--- config.mk ---
export PLATFORM = sky130hd
export DESIGN_NAME = core_spawn_ctrl
export DESIGN_NICKNAME = d
export VERILOG_FILES = /design/src/rtl/threadbrain_pkg.sv /design/src/rtl/rr_arbiter.sv /design/src/rtl/core_spawn_ctrl.sv
export SDC_FILE = /design/constraint.sdc
export NUM_CORES = 1
export LEC_CHECK = 0
export ABC_AREA = 1
export CORE_MARGIN = 2
export CORE_UTILIZATION = 40
export DETAILED_ROUTE_END_ITERATION = 12
export PLACE_DENSITY_LB_ADDON = 0.1
export SLEW_MARGIN = 0
export SYNTH_ARGS = -nofsm -noshare
export SYNTH_HDL_FRONTEND = slang
export SYNTH_SLANG_ARGS = --single-unit
--- constraint.sdc ---
create_clock -name clk -period 4.2 [get_ports clk]
set_input_delay 0.63 -clock clk [delete_from_list [all_inputs] [get_ports clk]]
set_output_delay 0.63 -clock clk [all_outputs]
set_load 0.05 [all_outputs]
--- src/rtl/threadbrain_pkg.sv ---
`default_nettype none
// ============================================================================
// Package : threadbrain_pkg
// Brief   : Shared types and constants for the thread-core spawn/fork path.
// Rev     : 1.0  initial release
// ============================================================================
package threadbrain_pkg;

    localparam int         ADDR_W_DEFAULT = 16;
    // Must stay in sync with the fork stage decoder.
    localparam logic [3:0] FORK_OPCODE    = 4'h7;

    typedef enum logic [1:0] {
        OFF     = 2'd0,
        PENDING = 2'd1,
        RUNNING = 2'd2
    } core_state_e;

    typedef enum logic [0:0] {
        L_IDLE  = 1'b0,
        L_OFFER = 1'b1
    } launch_fsm_e;

endpackage
`default_nettype wire

--- src/rtl/rr_arbiter.sv ---
`default_nettype none
// ============================================================================
// Module : rr_arbiter
// Brief  : Combinational round-robin pick; search starts one past i_last_id.
// Rev    : 1.0  initial release
// ============================================================================
module rr_arbiter
    import threadbrain_pkg::*;
#(
    parameter int N   = 4,
    parameter int IDW = (N > 1) ? $clog2(N) : 1
) (
    input  logic [N-1:0]   i_req,
    input  logic [IDW-1:0] i_last_id,
    output logic [N-1:0]   o_grant,
    output logic [IDW-1:0] o_grant_id,
    output logic           o_grant_vld
);

    logic [IDW-1:0] w_idx;

    always_comb begin
        o_grant     = '0;
        o_grant_id  = '0;
        o_grant_vld = 1'b0;
        w_idx       = '0;
        // Offsets 1..N visit every requester once, the last grantee last.
        for (int k = 1; k <= N; k++) begin
            w_idx = IDW'((int'(i_last_id) + k) % N);
            if (!o_grant_vld && i_req[w_idx]) begin
                o_grant_vld    = 1'b1;
                o_grant[w_idx] = 1'b1;
                o_grant_id     = w_idx;
            end
        end
    end

endmodule
`default_nettype wire

--- src/rtl/core_spawn_ctrl.sv ---
`default_nettype none
// ============================================================================
// Module : core_spawn_ctrl
// Brief  : Per-core OFF/PENDING/RUNNING lifecycle, serialised launch handshake
//          and halt tracking. Optional stats enabled by CORE_SPAWN_STATS_EN.
// Rev    : 1.0  initial release
// ============================================================================
module core_spawn_ctrl
    import threadbrain_pkg::*;
#(
    parameter int                NCORES  = 4,
    parameter int                ADDR_W  = ADDR_W_DEFAULT,
    parameter logic [ADDR_W-1:0] BOOT_PC = '0
) (
    input  logic                          clk,
    input  logic                          rst,
    input  logic [NCORES-1:0]             core_ens_nxt,
    input  logic [NCORES*ADDR_W-1:0]      core_starts_nxt,
    input  logic [NCORES-1:0]             core_halt,
    output logic [NCORES-1:0]             core_ens,
    output logic [NCORES*ADDR_W-1:0]      core_starts,
    output logic                          launch_valid,
    input  logic                          launch_ready,
    output logic [$clog2(NCORES)-1:0]     launch_id,
    output logic [ADDR_W-1:0]             launch_pc,
    output logic                          all_halted,
    output logic [15:0]                   launch_count,
    output logic [$clog2(NCORES+1)-1:0]   peak_active
);

    localparam int ID_W  = $clog2(NCORES);
    localparam int CNT_W = $clog2(NCORES + 1);

    core_state_e                r_state     [NCORES];
    core_state_e                w_state_nxt [NCORES];
    logic [NCORES*ADDR_W-1:0]   r_starts;
    logic [NCORES*ADDR_W-1:0]   w_starts_nxt;

    launch_fsm_e                r_fsm;
    launch_fsm_e                w_fsm_nxt;
    logic                       r_valid;
    logic                       w_valid_nxt;
    logic [ID_W-1:0]            r_id;
    logic [ID_W-1:0]            w_id_nxt;
    logic [ID_W-1:0]            r_last_id;
    logic [ID_W-1:0]            w_last_id_nxt;
    logic [ADDR_W-1:0]          r_pc;
    logic [ADDR_W-1:0]          w_pc_nxt;
    logic                       r_all_halted;

    logic [NCORES-1:0]          w_pending;
    logic [NCORES-1:0]          w_grant;
    logic [ID_W-1:0]            w_grant_id;
    logic                       w_grant_vld;
    logic [ADDR_W-1:0]          w_pick_pc;
    logic                       w_accept;
    logic                       w_all_off;

    genvar gi;
    generate
        for (gi = 0; gi < NCORES; gi++) begin : g_core
            assign w_pending[gi] = (r_state[gi] == PENDING);
            assign core_ens[gi]  = (r_state[gi] != OFF);
        end
    endgenerate

    assign w_all_off = ~|core_ens;
    assign w_accept  = (r_fsm == L_OFFER) && launch_ready;

    rr_arbiter #(
        .N   (NCORES),
        .IDW (ID_W)
    ) u_arb (
        .i_req       (w_pending),
        .i_last_id   (r_last_id),
        .o_grant     (w_grant),
        .o_grant_id  (w_grant_id),
        .o_grant_vld (w_grant_vld)
    );

    always_comb begin
        w_pick_pc = '0;
        for (int i = 0; i < NCORES; i++) begin
            if (w_grant[i]) begin
                w_pick_pc = w_pick_pc | r_starts[i*ADDR_W +: ADDR_W];
            end
        end
    end

    // Per-core lifecycle; requests that do not match the current state are dropped.
    always_comb begin
        w_starts_nxt = r_starts;
        for (int i = 0; i < NCORES; i++) begin
            w_state_nxt[i] = r_state[i];
            case (r_state[i])
                OFF: begin
                    if (core_ens_nxt[i]) begin
                        w_state_nxt[i] = PENDING;
                        w_starts_nxt[i*ADDR_W +: ADDR_W] = core_starts_nxt[i*ADDR_W +: ADDR_W];
                    end
                end
                PENDING: begin
                    if (w_accept && (int'(r_id) == i)) begin
                        w_state_nxt[i] = RUNNING;
                    end
                end
                RUNNING: begin
                    if (core_halt[i]) begin
                        w_state_nxt[i] = OFF;
                    end
                end
                default: w_state_nxt[i] = OFF;
            endcase
        end
    end

    always_ff @(posedge clk or posedge rst) begin
        if (rst) begin
            for (int i = 0; i < NCORES; i++) begin
                r_state[i] <= (i == 0) ? RUNNING : OFF;
            end
            r_starts <= {{((NCORES-1)*ADDR_W){1'b0}}, BOOT_PC};
        end else begin
            for (int i = 0; i < NCORES; i++) begin
                r_state[i] <= w_state_nxt[i];
            end
            r_starts <= w_starts_nxt;
        end
    end

    // Launch FSM: IDLE always takes one cycle, giving the mandatory bubble.
    always_comb begin
        w_fsm_nxt     = r_fsm;
        w_valid_nxt   = r_valid;
        w_id_nxt      = r_id;
        w_pc_nxt      = r_pc;
        w_last_id_nxt = r_last_id;
        case (r_fsm)
            L_IDLE: begin
                if (w_grant_vld) begin
                    w_fsm_nxt   = L_OFFER;
                    w_valid_nxt = 1'b1;
                    w_id_nxt    = w_grant_id;
                    w_pc_nxt    = w_pick_pc;
                end
            end
            L_OFFER: begin
                if (launch_ready) begin
                    w_fsm_nxt     = L_IDLE;
                    w_valid_nxt   = 1'b0;
                    w_last_id_nxt = r_id;
                end
            end
            default: begin
                w_fsm_nxt   = L_IDLE;
                w_valid_nxt = 1'b0;
            end
        endcase
    end

    always_ff @(posedge clk or posedge rst) begin
        if (rst) begin
            r_fsm     <= L_IDLE;
            r_valid   <= 1'b0;
            r_id      <= '0;
            r_pc      <= '0;
            r_last_id <= '0;
        end else begin
            r_fsm     <= w_fsm_nxt;
            r_valid   <= w_valid_nxt;
            r_id      <= w_id_nxt;
            r_pc      <= w_pc_nxt;
            r_last_id <= w_last_id_nxt;
        end
    end

    // Sticky until reset, even if the fork stage later re-enables a core.
    always_ff @(posedge clk or posedge rst) begin
        if (rst) begin
            r_all_halted <= 1'b0;
        end else if (w_all_off && (r_fsm == L_IDLE)) begin
            r_all_halted <= 1'b1;
        end
    end

    assign core_starts  = r_starts;
    assign launch_valid = r_valid;
    assign launch_id    = r_id;
    assign launch_pc    = r_pc;
    assign all_halted   = r_all_halted;

`ifdef CORE_SPAWN_STATS_EN
    logic [15:0]      r_launch_count;
    logic [CNT_W-1:0] r_peak;
    logic [CNT_W-1:0] w_active;

    always_comb begin
        w_active = '0;
        for (int i = 0; i < NCORES; i++) begin
            w_active = w_active + CNT_W'(core_ens[i]);
        end
    end

    always_ff @(posedge clk or posedge rst) begin
        if (rst) begin
            r_launch_count <= '0;
            r_peak         <= '0;
        end else begin
            if (w_accept && (r_launch_count != 16'hFFFF)) begin
                r_launch_count <= r_launch_count + 16'd1;
            end
            if (w_active > r_peak) begin
                r_peak <= w_active;
            end
        end
    end

    assign launch_count = r_launch_count;
    assign peak_active  = r_peak;
`else
    assign launch_count = '0;
    assign peak_active  = '0;
`endif

endmodule
`default_nettype wire

==> results.sh <==
export IMPL_clock_latency_ns=0.34
export IMPL_viasPerCell=4.76
export IMPL_cap_viol_max_count=0
export IMPL_holdWs_ns=0.472
export IMPL_grt_pass1_vias=3845
export IMPL_synth_area_leaders="dfrtp_1 (50%), mux2_2 (15%), nand2_1 (9.8%), nor2_1 (4.6%), buf_4 (3.2%)"
export IMPL_post_route_period_util_pct=61.7
export IMPL_crit_chain="inv_2 -> ha_1 -> inv_1 -> nand3_1 -> nand2_2 -> nand3_4 -> nor2_4 -> nand2_1 -> nand2_1 -> inv_2 -> nand2_1 -> nor2_1 -> nor2_1"
export IMPL_finalCriticalPeriod_ns=2.59
export IMPL_n_antenna_cell=0
export IMPL_antenna_found_initial=0
export IMPL_ys_types=30
export IMPL_hold_path_startpoint="all_halted$_DFFE_PP0P_"
export IMPL_worstSetupStartpoint="r_last_id[0]$_DFFE_PP0P_"
export IMPL_grt_max_degree=58
export IMPL_multiInputGateArea_sq_um=2080
export IMPL_syn_inst=480
export IMPL_worst_slack_ns=1.61
export IMPL_post_cts_buffers=0
export IMPL_hold_class="reg2reg"
export IMPL_r2r_start="r_last_id[0]$_DFFE_PP0P_"
export IMPL_syn2layout_area_growth_pct=42.0
export IMPL_die_area_sq_um=12700
export IMPL_grt_total_usage_pct=20.3
export IMPL_setup_violations=0
export IMPL_post_drt_wl_per_cell_um=15.9
export IMPL_max_slew_margin_pct=39.1
export IMPL_rows=39
export IMPL_finalInstanceArea_sq_um=6700
export IMPL_path_buf_inv=3
export IMPL_die_x_um=113
export IMPL_drc_errors=0
export IMPL_synth_xor_area_share_pct=0.186
export IMPL_ios=182
export IMPL_path_clk_slew_ns=0.06
export IMPL_cp_common_cell="nand2_1"
export IMPL_worst_path_max_fanout=37
export IMPL_final_common_cell="clkdlybuf4s50_1"
export IMPL_worstPathArrival_ns=2.82
export IMPL_gr_total_overflow=0
export IMPL_holdBufCountCts=0
export IMPL_numCtsBuffers=9
export IMPL_cts_sinks=95
export IMPL_clock_skew_ns=0.00755
export IMPL_slowest_delay_ns=0.55
export IMPL_portBuffers=162
export IMPL_fillers=1019
export IMPL_avgSynthCellArea_sq_um=9.82
export IMPL_syn_cell_area_sq_um=4720
export IMPL_drive_gt1_share_pct=17.3
export IMPL_required_ns=4.43
export IMPL_place_ws_ns=1.61
export IMPL_cts_tree="yes"
export IMPL_grt_pass1_wl_mm=20.1
export IMPL_yosysWarnings=0
export IMPL_start_util_pct=41.1
export IMPL_dp_hpwl_mm=9.46
export IMPL_cts_htree_levels=3
export IMPL_core_region_area_sq_um=11500
export IMPL_cp_top_family="simple AND/OR/NAND/NOR gates"
export IMPL_ctsResizeCount=0
export IMPL_start_kind="register"
export IMPL_netlist_top_cell_by_area="dfrtp_1"
export IMPL_synth_fa_ha_area_share_pct=2.12
export IMPL_status="complete, no violations"
export IMPL_crit_type="reg2reg"
export IMPL_final_max_slew_viol_count=0
export IMPL_die_h_um=113
export IMPL_rsz0062_at_grt="false"
export IMPL_tightest_slew_ns=0.911
export IMPL_regArea_sq_um=2380
export IMPL_placed_area_sq_um=6390
export IMPL_hold_violations=0
export IMPL_cts_root_buf="clkbuf_16"
export IMPL_synthSimpleGateAreaFrac_pct=23.4
export IMPL_cts_max_path_buffers=2
export IMPL_initialDrtViolationCount=111
export IMPL_critPathCaptureType="register"
export IMPL_tns_ns=0
export IMPL_routed_wl_mm=12.6
export IMPL_cp_slowest_cell="dfrtp_1"
export IMPL_synth_top_family_by_area="simple AND/OR/NAND/NOR gates"
export IMPL_synth_mux_area_share_pct=15.3
export IMPL_final_nets=726
export IMPL_yosysSeqAreaShare_pct=50.4
export IMPL_ys_seq_elements=95
export IMPL_drtPass1Iterations=4
export IMPL_fmax_ghz=0.386
export IMPL_gp_congestion=0.849
export IMPL_final_cell_mix="clkdlybuf4s50_1 (162), nand2_1 (123), dfrtp_1 (94)"
export IMPL_synth_top_area_share_pct=49.9
export IMPL_vias=3769
export IMPL_synth_compound_gate_area_share_pct=1.54
export IMPL_ant_nets=0
==> per-layer routing <==
metal	part of all wire [%]	global-route usage, %	up-vias
met4	1.7	6.91	0
li1	-	-	1839
met2	46	32.4	137
met1	45	26.8	1779
met3	7.2	5.78	14
met5	0	0	-
==> cell usage after synthesis <==
library cell,number
nor4_1,1
conb_1,1
a21oi_1,1
buf_6,3
xor2_1,1
nor3_1,1
nand4_1,3
nand3_2,5
o221ai_1,1
o22ai_1,4
nand3_4,3
o21ai_0,5
nor2_2,2
buf_2,3
clkbuf_1,4
buf_4,20
dfstp_2,1
dfrtp_1,94
a31o_2,1
nand2_4,1
nand2_1,123
nand2_2,8
mux2_2,64
ha_1,8
inv_2,4
nand3b_4,2
nor2_1,58
nor2_4,3
nand3_1,29
inv_1,26
==> logic make-up after synthesis <==
family | count (synthesis)
compound gates | 12
simple gates | 239
xor+xnor | 1
fa+ha+maj | 8
buf+inv | 60
mux | 64
flops | 95
other cells | 1
==> state kept, by name, indices dropped and copies added, names as in the netlist <==
name          count
all_halted        1
r_fsm             1
launch_id         2
r_last_id         2
launch_valid      1
core_starts      64
launch_pc        16
r_state           8
==> metrics by stage <==
step	util, %	cells
after floorplan	-	498
after global placement	55.7	775
after detailed placement	55.7	775
after CTS	58.4	791
after global routing	58.4	791
final	58.4	791
==> final cells by class <==
type	count	share of cell area (%)
Clock buffer	11	3.63
Clock inverter	5	0.972
Inverter	30	1.72
Multi-Input combinational cell	343	31.0
Sequential cell	95	35.5
Tap cell	143	2.67
Timing Repair Buffer	164	24.4
==> path summary, 6_finish.rpt <==
| kind | endpoint | slack [ns] | cells past startpoint |
|---|---|---|---|
| setup / recovery | launch_pc[14]$_DFFE_PP0P_ | 1.61 | 13 |
| hold / removal | all_halted$_DFFE_PP0P_ | 0.47 | 1 |
| setup reg to reg | launch_pc[14]$_DFFE_PP0P_ | 1.61 | 13 |
| hold reg to reg | all_halted$_DFFE_PP0P_ | 0.47 | 1 |
| max in group asynchronous | r_last_id[0]$_DFFE_PP0P_ | 2.84 | 3 |
| min in group asynchronous | core_starts[47]$_DFFE_PP0P_ | 0.77 | 3 |
Power is not shown: default switching activity piles up to over one toggle a cycle in this logic, so the estimate is an artifact.
